**src/rtl/melody_pkg.sv**
```systemverilog
`default_nettype none
// ============================================================================
// Module : melody_pkg
// Desc   : Shared types and constants for the melody sequencer: FSM state
//          encoding, song ROM entry layout and default tone period counts.
// Rev    : 1.0 - initial release
// ============================================================================
package melody_pkg;

  // Sequencer states
  typedef enum logic [1:0] {
    ST_IDLE  = 2'd0,
    ST_NOTE  = 2'd1,
    ST_GAP   = 2'd2,
    ST_PAUSE = 2'd3
  } state_t;

  // ROM entry layout: {note[2:0], beats[2:0]}
  localparam int c_ENTRY_W   = 6;
  localparam int c_IDX_W     = 5;
  localparam int c_NOTE_MSB  = 5;
  localparam int c_NOTE_LSB  = 3;
  localparam int c_BEATS_MSB = 2;
  localparam int c_BEATS_LSB = 0;

  // Note codes stored in the ROM note field
  localparam logic [2:0] c_N_REST = 3'd0;
  localparam logic [2:0] c_N_DO   = 3'd1;
  localparam logic [2:0] c_N_RE   = 3'd2;
  localparam logic [2:0] c_N_MI   = 3'd3;
  localparam logic [2:0] c_N_FA   = 3'd4;
  localparam logic [2:0] c_N_SO   = 3'd5;
  localparam logic [2:0] c_N_LA   = 3'd6;
  localparam logic [2:0] c_N_SI   = 3'd7;

  // Default timing (50 MHz system clock)
  localparam logic [24:0] c_BEAT_MAX_DEF = 25'd24_999_999;
  localparam logic [21:0] c_GAP_MAX_DEF  = 22'd2_499_999;
  localparam logic [5:0]  c_SONG_LEN_DEF = 6'd32;

  // Default tone period counts for the downstream beep
  localparam logic [17:0] c_DO_DEF = 18'd190_839;
  localparam logic [17:0] c_RE_DEF = 18'd170_067;
  localparam logic [17:0] c_MI_DEF = 18'd151_514;
  localparam logic [17:0] c_FA_DEF = 18'd143_265;
  localparam logic [17:0] c_SO_DEF = 18'd127_550;
  localparam logic [17:0] c_LA_DEF = 18'd113_635;
  localparam logic [17:0] c_SI_DEF = 18'd101_214;

endpackage
`default_nettype wire

```
**src/rtl/melody_rom.sv**
```systemverilog
`default_nettype none
// ============================================================================
// Module : melody_rom
// Desc   : Combinational 32x6 song table. Each entry is {note, beats}; a note
//          lasts beats+1 beats, note 0 is a rest.
// Rev    : 1.0 - initial release
// ============================================================================
module melody_rom
  import melody_pkg::*;
(
  input  logic [c_IDX_W-1:0]   i_idx,
  output logic [c_ENTRY_W-1:0] o_entry
);

  // Song lookup; the first four entries form the short verification tune
  always_comb begin
    o_entry = {c_N_REST, 3'd0};
    case (i_idx)
      5'd0:  o_entry = {c_N_DO,   3'd1};
      5'd1:  o_entry = {c_N_REST, 3'd0};
      5'd2:  o_entry = {c_N_MI,   3'd2};
      5'd3:  o_entry = {c_N_SI,   3'd0};
      5'd4:  o_entry = {c_N_DO,   3'd0};
      5'd5:  o_entry = {c_N_DO,   3'd0};
      5'd6:  o_entry = {c_N_SO,   3'd0};
      5'd7:  o_entry = {c_N_SO,   3'd0};
      5'd8:  o_entry = {c_N_LA,   3'd0};
      5'd9:  o_entry = {c_N_LA,   3'd0};
      5'd10: o_entry = {c_N_SO,   3'd1};
      5'd11: o_entry = {c_N_REST, 3'd0};
      5'd12: o_entry = {c_N_FA,   3'd0};
      5'd13: o_entry = {c_N_FA,   3'd0};
      5'd14: o_entry = {c_N_MI,   3'd0};
      5'd15: o_entry = {c_N_MI,   3'd0};
      5'd16: o_entry = {c_N_RE,   3'd0};
      5'd17: o_entry = {c_N_RE,   3'd0};
      5'd18: o_entry = {c_N_DO,   3'd1};
      5'd19: o_entry = {c_N_REST, 3'd0};
      5'd20: o_entry = {c_N_SO,   3'd0};
      5'd21: o_entry = {c_N_SO,   3'd0};
      5'd22: o_entry = {c_N_FA,   3'd0};
      5'd23: o_entry = {c_N_FA,   3'd0};
      5'd24: o_entry = {c_N_MI,   3'd0};
      5'd25: o_entry = {c_N_MI,   3'd0};
      5'd26: o_entry = {c_N_RE,   3'd1};
      5'd27: o_entry = {c_N_REST, 3'd0};
      5'd28: o_entry = {c_N_SO,   3'd0};
      5'd29: o_entry = {c_N_FA,   3'd0};
      5'd30: o_entry = {c_N_MI,   3'd0};
      5'd31: o_entry = {c_N_DO,   3'd3};
      default: o_entry = {c_N_REST, 3'd0};
    endcase
  end

endmodule
`default_nettype wire

```
**src/rtl/melody_seq.sv**
```systemverilog
`default_nettype none
// ============================================================================
// Module : melody_seq
// Desc   : Song sequencer. Walks the song ROM, holding each note for its beat
//          count followed by a short silent gap, with pause/resume, optional
//          looping and a done pulse. All outputs are registered and feed the
//          beep block's period and enable inputs.
// Rev    : 1.0 - initial release
// ============================================================================
module melody_seq
  import melody_pkg::*;
#(
  parameter logic [24:0] BEAT_MAX = c_BEAT_MAX_DEF,
  parameter logic [21:0] GAP_MAX  = c_GAP_MAX_DEF,
  parameter logic [5:0]  SONG_LEN = c_SONG_LEN_DEF,
  parameter logic [17:0] DO       = c_DO_DEF,
  parameter logic [17:0] RE       = c_RE_DEF,
  parameter logic [17:0] MI       = c_MI_DEF,
  parameter logic [17:0] FA       = c_FA_DEF,
  parameter logic [17:0] SO       = c_SO_DEF,
  parameter logic [17:0] LA       = c_LA_DEF,
  parameter logic [17:0] SI       = c_SI_DEF
) (
  input  logic               sys_clk,
  input  logic               sys_rst_n,
  input  logic               start,
  input  logic               pause,
  input  logic               loop_en,
  output logic               tone_en,
  output logic [17:0]        note_period,
  output logic [c_IDX_W-1:0] note_idx,
  output logic               busy,
  output logic               done
);

  localparam logic [5:0] c_LAST_IDX = SONG_LEN - 6'd1;

  // Sequencer state
  state_t               r_state;
  state_t               r_ret_state;
  logic [24:0]          r_cyc_cnt;
  logic [2:0]           r_beat_cnt;
  logic [21:0]          r_gap_cnt;
  logic [c_IDX_W-1:0]   r_idx;
  logic [2:0]           r_beats;

  // Registered outputs
  logic                 r_tone_en;
  logic [17:0]          r_note_period;
  logic                 r_busy;
  logic                 r_done;

  // Next-state values
  state_t               w_state_nxt;
  state_t               w_ret_nxt;
  logic [24:0]          w_cyc_nxt;
  logic [2:0]           w_beat_nxt;
  logic [21:0]          w_gap_nxt;
  logic [c_IDX_W-1:0]   w_idx_nxt;
  logic                 w_done_nxt;
  logic                 w_tone_nxt;
  logic [17:0]          w_period_nxt;
  logic                 w_busy_nxt;

  logic [c_ENTRY_W-1:0] w_rom_entry;
  logic [2:0]           w_rom_note;
  logic [17:0]          w_period_lut;
  logic                 w_last;

  // The ROM is addressed with the upcoming index so the registered outputs
  // present the new note on the same edge that selects it.
  melody_rom u_rom (
    .i_idx   (w_idx_nxt),
    .o_entry (w_rom_entry)
  );

  assign w_rom_note = w_rom_entry[c_NOTE_MSB:c_NOTE_LSB];
  assign w_last     = ({1'b0, r_idx} == c_LAST_IDX);

  // Tone period table; a rest maps to 0
  always_comb begin
    w_period_lut = '0;
    case (w_rom_note)
      c_N_DO:  w_period_lut = DO;
      c_N_RE:  w_period_lut = RE;
      c_N_MI:  w_period_lut = MI;
      c_N_FA:  w_period_lut = FA;
      c_N_SO:  w_period_lut = SO;
      c_N_LA:  w_period_lut = LA;
      c_N_SI:  w_period_lut = SI;
      default: w_period_lut = '0;
    endcase
  end

  // Next-state logic: normal advance first, then a pause request overrides
  // the destination while keeping the advanced counters.
  always_comb begin
    w_state_nxt = r_state;
    w_ret_nxt   = r_ret_state;
    w_cyc_nxt   = r_cyc_cnt;
    w_beat_nxt  = r_beat_cnt;
    w_gap_nxt   = r_gap_cnt;
    w_idx_nxt   = r_idx;
    w_done_nxt  = 1'b0;

    case (r_state)
      ST_IDLE: begin
        if (start) begin
          w_state_nxt = ST_NOTE;
          w_idx_nxt   = '0;
          w_cyc_nxt   = '0;
          w_beat_nxt  = '0;
          w_gap_nxt   = '0;
        end
      end
      ST_NOTE: begin
        if (r_cyc_cnt == BEAT_MAX) begin
          w_cyc_nxt = '0;
          if (r_beat_cnt == r_beats) begin
            w_beat_nxt  = '0;
            w_gap_nxt   = '0;
            w_state_nxt = ST_GAP;
          end else begin
            w_beat_nxt = r_beat_cnt + 3'd1;
          end
        end else begin
          w_cyc_nxt = r_cyc_cnt + 25'd1;
        end
      end
      ST_GAP: begin
        if (r_gap_cnt == GAP_MAX) begin
          w_gap_nxt = '0;
          if (!w_last) begin
            w_idx_nxt   = r_idx + 5'd1;
            w_state_nxt = ST_NOTE;
          end else if (loop_en) begin
            w_idx_nxt   = '0;
            w_state_nxt = ST_NOTE;
          end else begin
            w_state_nxt = ST_IDLE;
            w_done_nxt  = 1'b1;
          end
        end else begin
          w_gap_nxt = r_gap_cnt + 22'd1;
        end
      end
      ST_PAUSE: begin
        if (pause) begin
          w_state_nxt = r_ret_state;
        end
      end
      default: w_state_nxt = ST_IDLE;
    endcase

    // A song that just finished stays finished even if pause arrives with it
    if (pause && ((r_state == ST_NOTE) || (r_state == ST_GAP)) &&
        (w_state_nxt != ST_IDLE)) begin
      w_ret_nxt   = w_state_nxt;
      w_state_nxt = ST_PAUSE;
    end
  end

  // Output values for the state being entered
  always_comb begin
    w_tone_nxt   = 1'b0;
    w_period_nxt = r_note_period;
    w_busy_nxt   = 1'b1;
    case (w_state_nxt)
      ST_IDLE: begin
        w_period_nxt = '0;
        w_busy_nxt   = 1'b0;
      end
      ST_NOTE: begin
        w_tone_nxt   = (w_rom_note != c_N_REST);
        w_period_nxt = w_period_lut;
      end
      default: begin
        w_tone_nxt = 1'b0;
      end
    endcase
  end

  // State, counters and registered outputs
  always_ff @(posedge sys_clk or negedge sys_rst_n) begin
    if (!sys_rst_n) begin
      r_state       <= ST_IDLE;
      r_ret_state   <= ST_IDLE;
      r_cyc_cnt     <= '0;
      r_beat_cnt    <= '0;
      r_gap_cnt     <= '0;
      r_idx         <= '0;
      r_beats       <= '0;
      r_tone_en     <= 1'b0;
      r_note_period <= '0;
      r_busy        <= 1'b0;
      r_done        <= 1'b0;
    end else begin
      r_state       <= w_state_nxt;
      r_ret_state   <= w_ret_nxt;
      r_cyc_cnt     <= w_cyc_nxt;
      r_beat_cnt    <= w_beat_nxt;
      r_gap_cnt     <= w_gap_nxt;
      r_idx         <= w_idx_nxt;
      r_beats       <= w_rom_entry[c_BEATS_MSB:c_BEATS_LSB];
      r_tone_en     <= w_tone_nxt;
      r_note_period <= w_period_nxt;
      r_busy        <= w_busy_nxt;
      r_done        <= w_done_nxt;
    end
  end

  assign tone_en     = r_tone_en;
  assign note_period = r_note_period;
  assign note_idx    = r_idx;
  assign busy        = r_busy;
  assign done        = r_done;

endmodule
`default_nettype wire

```
**config.mk**
```make
export PLATFORM = sky130hd
export DESIGN_NAME = melody_seq
export DESIGN_NICKNAME = d
export VERILOG_FILES = /design/src/rtl/melody_pkg.sv /design/src/rtl/melody_rom.sv /design/src/rtl/melody_seq.sv
export SDC_FILE = /design/constraint.sdc
export NUM_CORES = 1
export LEC_CHECK = 0
export BUFFER_PORTS_ARGS = -buffer_cell sky130_fd_sc_hd__buf_2
export CORE_AREA = 5 5 106 88
export CTS_CLUSTER_SIZE = 30
export DETAILED_ROUTE_END_ITERATION = 10
export DIE_AREA = 0 0 111 93
export PLACE_DENSITY = 0.72
export RECOVER_POWER = 25
export SLEW_MARGIN = 20
export SYNTH_ARGS = -nofsm -noshare
export SYNTH_HDL_FRONTEND = slang
export SYNTH_HIERARCHICAL = 1
export SYNTH_SLANG_ARGS = --single-unit
```
**constraint.sdc**
```tcl
create_clock -name sys_clk -period 4.8 [get_ports sys_clk]
set_clock_uncertainty 0.05 [all_clocks]
set_input_delay 0.96 -clock sys_clk [delete_from_list [all_inputs] [get_ports sys_clk]]
set_output_delay 0.96 -clock sys_clk [all_outputs]
set_load 0.02 [all_outputs]
```
== Word level (Yosys, flattened, before mapping) ==
Memories as Yosys holds them, arrays and structs flattened.
Cells that the tools add are included.

* Input bits: 5
* RAM bits: 0
* Bits in read-only memories: 160
* Output and inout bits: 26
* Latch bits: 0
* Register bits: 83
* Memories kept: 1
* Logic and storage cells: 81

{| class="wikitable"
|+ Memory list
! name !! depth !! width !! rd ports !! clocked after Yosys merged registers in !! wr ports !! line !! text
|-
| (no name shown) || 32 || 5 || 1 || 0 || 0 || melody_rom.sv:18 || <nowiki>case (i_idx)</nowiki>
|}

* Bitwise logic cells: 0
* Add/sub/neg operators: 4
* Divide/modulo/power cells: 0
* Muxes and demuxes: 34
* Reduce and logical (&&, ||, !) cells: 13
* Multiply operators: 0
* Magnitude comparators: 0
* Eq/ne operators: 18
* Shifts and indexed selects: 0

{| class="wikitable"
|+ Operators with widths
! kind !! count
|-
| 18-bit case mux with 7 select lines || 1
|-
| 22-bit two-way mux || 4
|-
| 22-bit case mux with 3 select lines || 1
|-
| 25-bit two-way mux || 2
|-
| 25-bit case mux with 2 select lines || 1
|-
| 18-bit case mux with 2 select lines || 1
|-
| 25-bit by 1-bit adder with 25-bit output, second input constant || 1
|-
| 25-bit == test, second input constant || 1
|-
| 22-bit by 1-bit adder with 22-bit output, second input constant || 1
|-
| 22-bit == test, second input constant || 1
|-
| 5-bit two-way mux || 4
|-
| 3-bit == test, second input constant || 4
|-
| 2-bit two-way mux || 6
|-
| 5-bit case mux with 2 select lines || 1
|-
| 3-bit two-way mux || 3
|-
| 1-bit two-way mux || 8
|-
| 2-bit case mux with 4 select lines || 1
|-
| 3-bit by 2-bit == test with 1-bit output, second input constant || 2
|-
| 2-bit inequality test, second input constant || 3
|-
| 3-bit case mux with 2 select lines || 1
|-
| 2-bit nonzero test || 3
|-
| 3-bit nonzero test || 2
|-
| 5-bit by 1-bit adder with 5-bit output, second input constant || 1
|-
| 5-bit == test, second input constant || 1
|-
| 11 further kinds || 15
|}

== Longest topological paths before layout ==
* Depth in word-level cells: 9
* Depth in mapped cells: 19
* Depth with buffers taken out: 16

== Cells and area by module ==
The synthesis kept the hierarchy.

{| class="wikitable"
|+ By module, submodules not included
! module !! times used !! cells an instance !! area each (µm²) !! sequential area each (µm²)
|-
| melody_seq || 1 || 458 || 4360.4 || 2052.0
|-
| melody_rom || 1 || 34 || 242.7 || 0.0
|}

== Least setup slack after synthesis ==
Ideal clock, no wire load.

* Path type: reg-to-reg
* Start: register r_gap_cnt[0]
* End: register r_tone_en (netlist: tone_en)
* Clock period less this slack: 4.241 ns
* Buffers on the path: 2
* Setup slack: 0.559 ns
* Cell stages (with the launch flop): 14
* Required time: 4.629 ns
* Arrival: 4.070 ns
* Library setup time: 0.121 ns
* Cell sequence: dfrtp_1 ha_1 and4_1 or4b_1 buf_2 or4_1 o21ai_0 inv_2 ha_1 inv_1 mux4_2 clkbuf_1 or3_1 and4b_1

* Elaborated cells on any way between the ends: 12
* Classes of those cells: 2 x eq/ne; 6 x mux; 3 x reduce/logical; 1 x memory

{| class="wikitable"
|+ RTL lines
! what !! line !! text
|-
| from (decl) || melody_seq.sv:43 || <nowiki>logic [21:0] r_gap_cnt;</nowiki>
|-
| from (signal assigned) || melody_seq.sv:202 || <nowiki>r_gap_cnt <= w_gap_nxt;</nowiki>
|-
| 22-bit == test || melody_seq.sv:131 || <nowiki>if (r_gap_cnt == GAP_MAX) begin</nowiki>
|-
| 5-bit two-way mux || melody_seq.sv:131 ||
|-
| 5-bit case mux with 2 select lines || melody_seq.sv:106 || <nowiki>case (r_state)</nowiki>
|-
| net w_idx_nxt[1] || melody_seq.sv:59 || <nowiki>logic [c_IDX_W-1:0] w_idx_nxt;</nowiki>
|-
| memory read 32 x 5 bit || n/a ||
|-
| net w_rom_entry[4] || melody_seq.sv:65 || <nowiki>logic [c_ENTRY_W-1:0] w_rom_entry;</nowiki>
|-
| 3-bit nonzero test || melody_seq.sv:174 || <nowiki>w_tone_nxt = (w_rom_note != c_N_REST);</nowiki>
|-
| 1-bit two-way mux || melody_seq.sv:168 || <nowiki>case (w_state_nxt)</nowiki>
|-
| net w_tone_nxt || melody_seq.sv:61 || <nowiki>logic w_tone_nxt;</nowiki>
|-
| to (signal assigned) || melody_seq.sv:205 || <nowiki>r_tone_en <= w_tone_nxt;</nowiki>
|-
| to (decl) || melody_seq.sv:48 || <nowiki>logic r_tone_en;</nowiki>
|}

The timed path passes the listed nets, and every way through them passes these cells.
A chain may end at the register's enable or synchronous reset.

== Final worst setup path ==
Same ends and word-level chain as after synthesis.

==> out/results.ini <==
[outcome]
status = finished with violations
failed_checks = max-capacitance violations, max-slew violations

[detailed_routing]
num_vias = 3757
postRouteAntennaNets = 0
viasPerCell = 5.96
post-route-drc-count = 0
routedWlPerCell_um = 16.2
dr.first_iter.drc_count = 280
drt_pass1_iterations = 7
routed_wl_um = 10200

[global_route]
grt_first_pass_wirelength_um = 17700
antenna_found_initial = 0
grt_max_degree = 83
grt_usage_pct = 20.8
grt_most_used_layer = met2
grt_overflow = 0
use_met1_pct = 28.6
met3_usage_pct = 5.76
grt_pass1_vias = 3595
gr-usage-met2_pct = 32.3

[setup_path]
path_delay_family = simple AND/OR/NAND/NOR gates
worstPathArrival_ns = 4.23
crit_fanout = 10
path_class = reg -> reg
worstPathCellList = ha_1 -> and4_1 -> or4b_1 -> nor2_1 -> nand3b_1 -> a21oi_1 -> a21oi_1 -> o21ai_0 -> buf_4 -> inv_1 -> ha_1 -> inv_1 -> mux4_2 -> or3_1 -> and4b_1
cp-start-kind = register
r2r_cells = 15
cp_num_cells = 15
crit_required_ns = 5.00
rrSetupSlack_ns = 0.77
cpPeakStageDelay_ns = 0.60
worst-path-buf-inv = 3
slowest_stage = or4b_1
endpoint_kind = register

[yosys]
synth_area_leaders = dfrtp_1 45%, o21ai_0 5.8%, nand2_1 4.6%
yosysSeqAreaShare_pct = 44.6
synthFlopType = dfrtp_1
yosys.area.top_type = dfrtp_1
ys_types = 66
synth_warnings = 6
synth_edf_count = 0
syn_area_um2 = 4600
ys_async_sr_fraction_pct = 100
synth_area_per_cell_um2 = 9.36
synth_fp_nets = 509
yosysTopAreaCellShare_pct = 44.6
syn_inst = 492
synth-seq-cells = 82

[sta]
holdWs_ns = 0.439
fin_ws_ns = 0.768
slew-limit-headroom_pct = -32.7
setup-tns-final_ns = 0
finalHoldViolations = 0
setup_viol = 0
fin_crit_sh_pct = 84.0
tightest_slew_ns = 1.99
rsz0062_at_grt = no
maxSlewViolCount = 83
post-route-min-period_ns = 4.03
fmax_ghz = 0.248

[cells_and_area]
final_util_pct = 61.0
multi_input_area_um2 = 2390
nets = 531
nFillCells = 700
area_growth_pct = 8.86
seq_area_um2 = 2050
n_antenna_cell = 0
fin_area_um2 = 5010
drive_gt1_share_pct = 14.7
final-instance-count-excl-fill = 630

[clock_network]
tritoncts = done
postCtsResizedCells = 0
cts-hold-fix-buffers = 0
max-clock-path-buffers = 2
cts_buffers = 9
root_buffer = clkbuf_8
htreeDepth = 3
clkTransAtPathRegs_ns = 0.08
insertion_delay_ns = 0.35
numClockSinks = 82
post_cts_buffers = 0

[floorplanning]
ios = 31
die_x_um = 111
start_util_pct = 56.0
die_area_um2 = 10300
fp.dieH_um = 93
rows = 30
coreArea_um2 = 8220

[hold_path]
hold_depth = 1
holdCritPathClass = reg -> reg

[run]
maxCapViolCount = 1

[pwr]
p_per_area_nw_per_um2 = 450
power.share.clock_pct = 21.5
ir_drop_mv = 0.240
p_int_mw = 1.32
p_sw_mw = 0.936
p_comb_share_pct = 40.8
total_power_mw = 2.26
power.share.switching_pct = 41.5
leakagePower_nw = 2.13
pwr-share-seq_pct = 37.7

[placement]
place_ws_ns = 0.773
port_buffers = 30
placedCellCount = 615
dpl.hpwl_um = 7050
routabilityCongestion = 0.838
dpl_cell_area_um2 = 4810

==> Yosys cell counts (2+ instances only) <==
cell type	count
o21a_1	2
o31ai_1	11
ha_1	12
a31oi_1	6
o221ai_1	2
nand2b_1	4
nor4bb_1	2
buf_4	2
nor2_1	43
nand2_1	56
xor2_1	6
a22o_1	3
and2_1	5
nand4_1	11
a211oi_1	2
nor3_1	10
nor2b_1	3
clkbuf_1	13
and3_1	12
nor4b_1	2
o21ai_4	2
nand3_1	28
a41oi_1	2
o2bb2ai_1	6
nor4_1	9
o41ai_1	2
a21oi_1	15
nand4_4	2
and4_1	3
buf_2	7
inv_1	12
o21ai_0	53
o2bb2ai_2	10
or3_1	4
xnor2_1	15
dfrtp_1	82
buf_6	2
a21o_1	3
==> logic make-up after synthesis <==
kind of cell,synth area share [%]
flip-flops,44.6
AO/OA/AOI/OAI,19.9
other,0.0815
buffers and inverters,3.80
AND/OR/NAND/NOR,23.2
multiplexers,0.951
XOR/XNOR,4.00
adder cells (fa/ha/maj),3.48
==> final cells by class <==
type                    count  area share (%)
clock buffers              10            2.55
clock inverters             5            1.12
inverters                  13           0.974
multi-input cells         372            47.7
flip-flops and latches     82            40.9
well taps                 112            2.80
repair buffers             36            3.90
==> path summary, 6_finish.rpt <==
check	from	endpoint
worst max-delay path	r_gap_cnt[0]	tone_en
worst min-delay path	note_period[1]	note_period[1]
worst max register to register	r_gap_cnt[0]	tone_en
worst min register to register	note_period[1]	note_period[1]
max in group asynchronous	sys_rst_n	r_gap_cnt[19]
min in group asynchronous	sys_rst_n	r_cyc_cnt[15]
==> power by group through the flow <==
stage	clock (mW)	sequential, mW	combinational [mW]
2_1_floorplan	0	0.917	0.679
3_3_place_gp	0	0.859	0.898
3_5_place_dp	0	0.860	0.920
4_1_cts	0.502	0.848	0.924
5_1_grt	0.537	0.861	1.02
6_report	0.485	0.850	0.920
==> registers in the layout, indices dropped and copies added (netlist names), 2 cells and up <==
name,flops
r_cyc_cnt,25
r_gap_cnt,22
note_period,17
note_idx,5
r_beat_cnt,3
r_beats,3
r_ret_state,2
r_state,2
==> metal layers <==
| metal | wire [um] | vias up |
|---|---|---|
| li1 | - | 1835 |
| met1 | 4850 | 1814 |
| met2 | 4630 | 97 |
| met3 | 626 | 11 |
| met4 | 121 | 0 |
| met5 | 0 | - |
==> worst register-to-register path, cell delays in order, from the launching register on <==
cell      delay [ns]
dfrtp_1         0.38
ha_1            0.22
and4_1          0.23
or4b_1          0.60
nor2_1          0.23
nand3b_1        0.10
a21oi_1         0.14
a21oi_1         0.05
o21ai_0         0.15
buf_4           0.20
inv_1           0.07
ha_1            0.27
inv_1           0.03
mux4_2          0.56
or3_1           0.44
and4b_1         0.23
==> cells in the final DEF (no fill, tap or decap), types with 8 or more instances in the layout <==
cell type / synthesis / layout
buf_2: 7 / 29
clkbuf_8: 0 / 9
nand4_1: 11 / 11
o2bb2ai_2: 10 / 10
o31ai_1: 11 / 10
dfrtp_1: 82 / 82
and3_1: 12 / 12
nor4_1: 9 / 8
nand2_1: 56 / 56
xnor2_1: 15 / 15
o21ai_0: 53 / 53
nor2_1: 43 / 43
nor3_1: 10 / 10
nand3_1: 28 / 28
a21oi_1: 15 / 14
inv_1: 12 / 12
ha_1: 12 / 12
No activity file was read; power rests on OpenSTA's default activity.
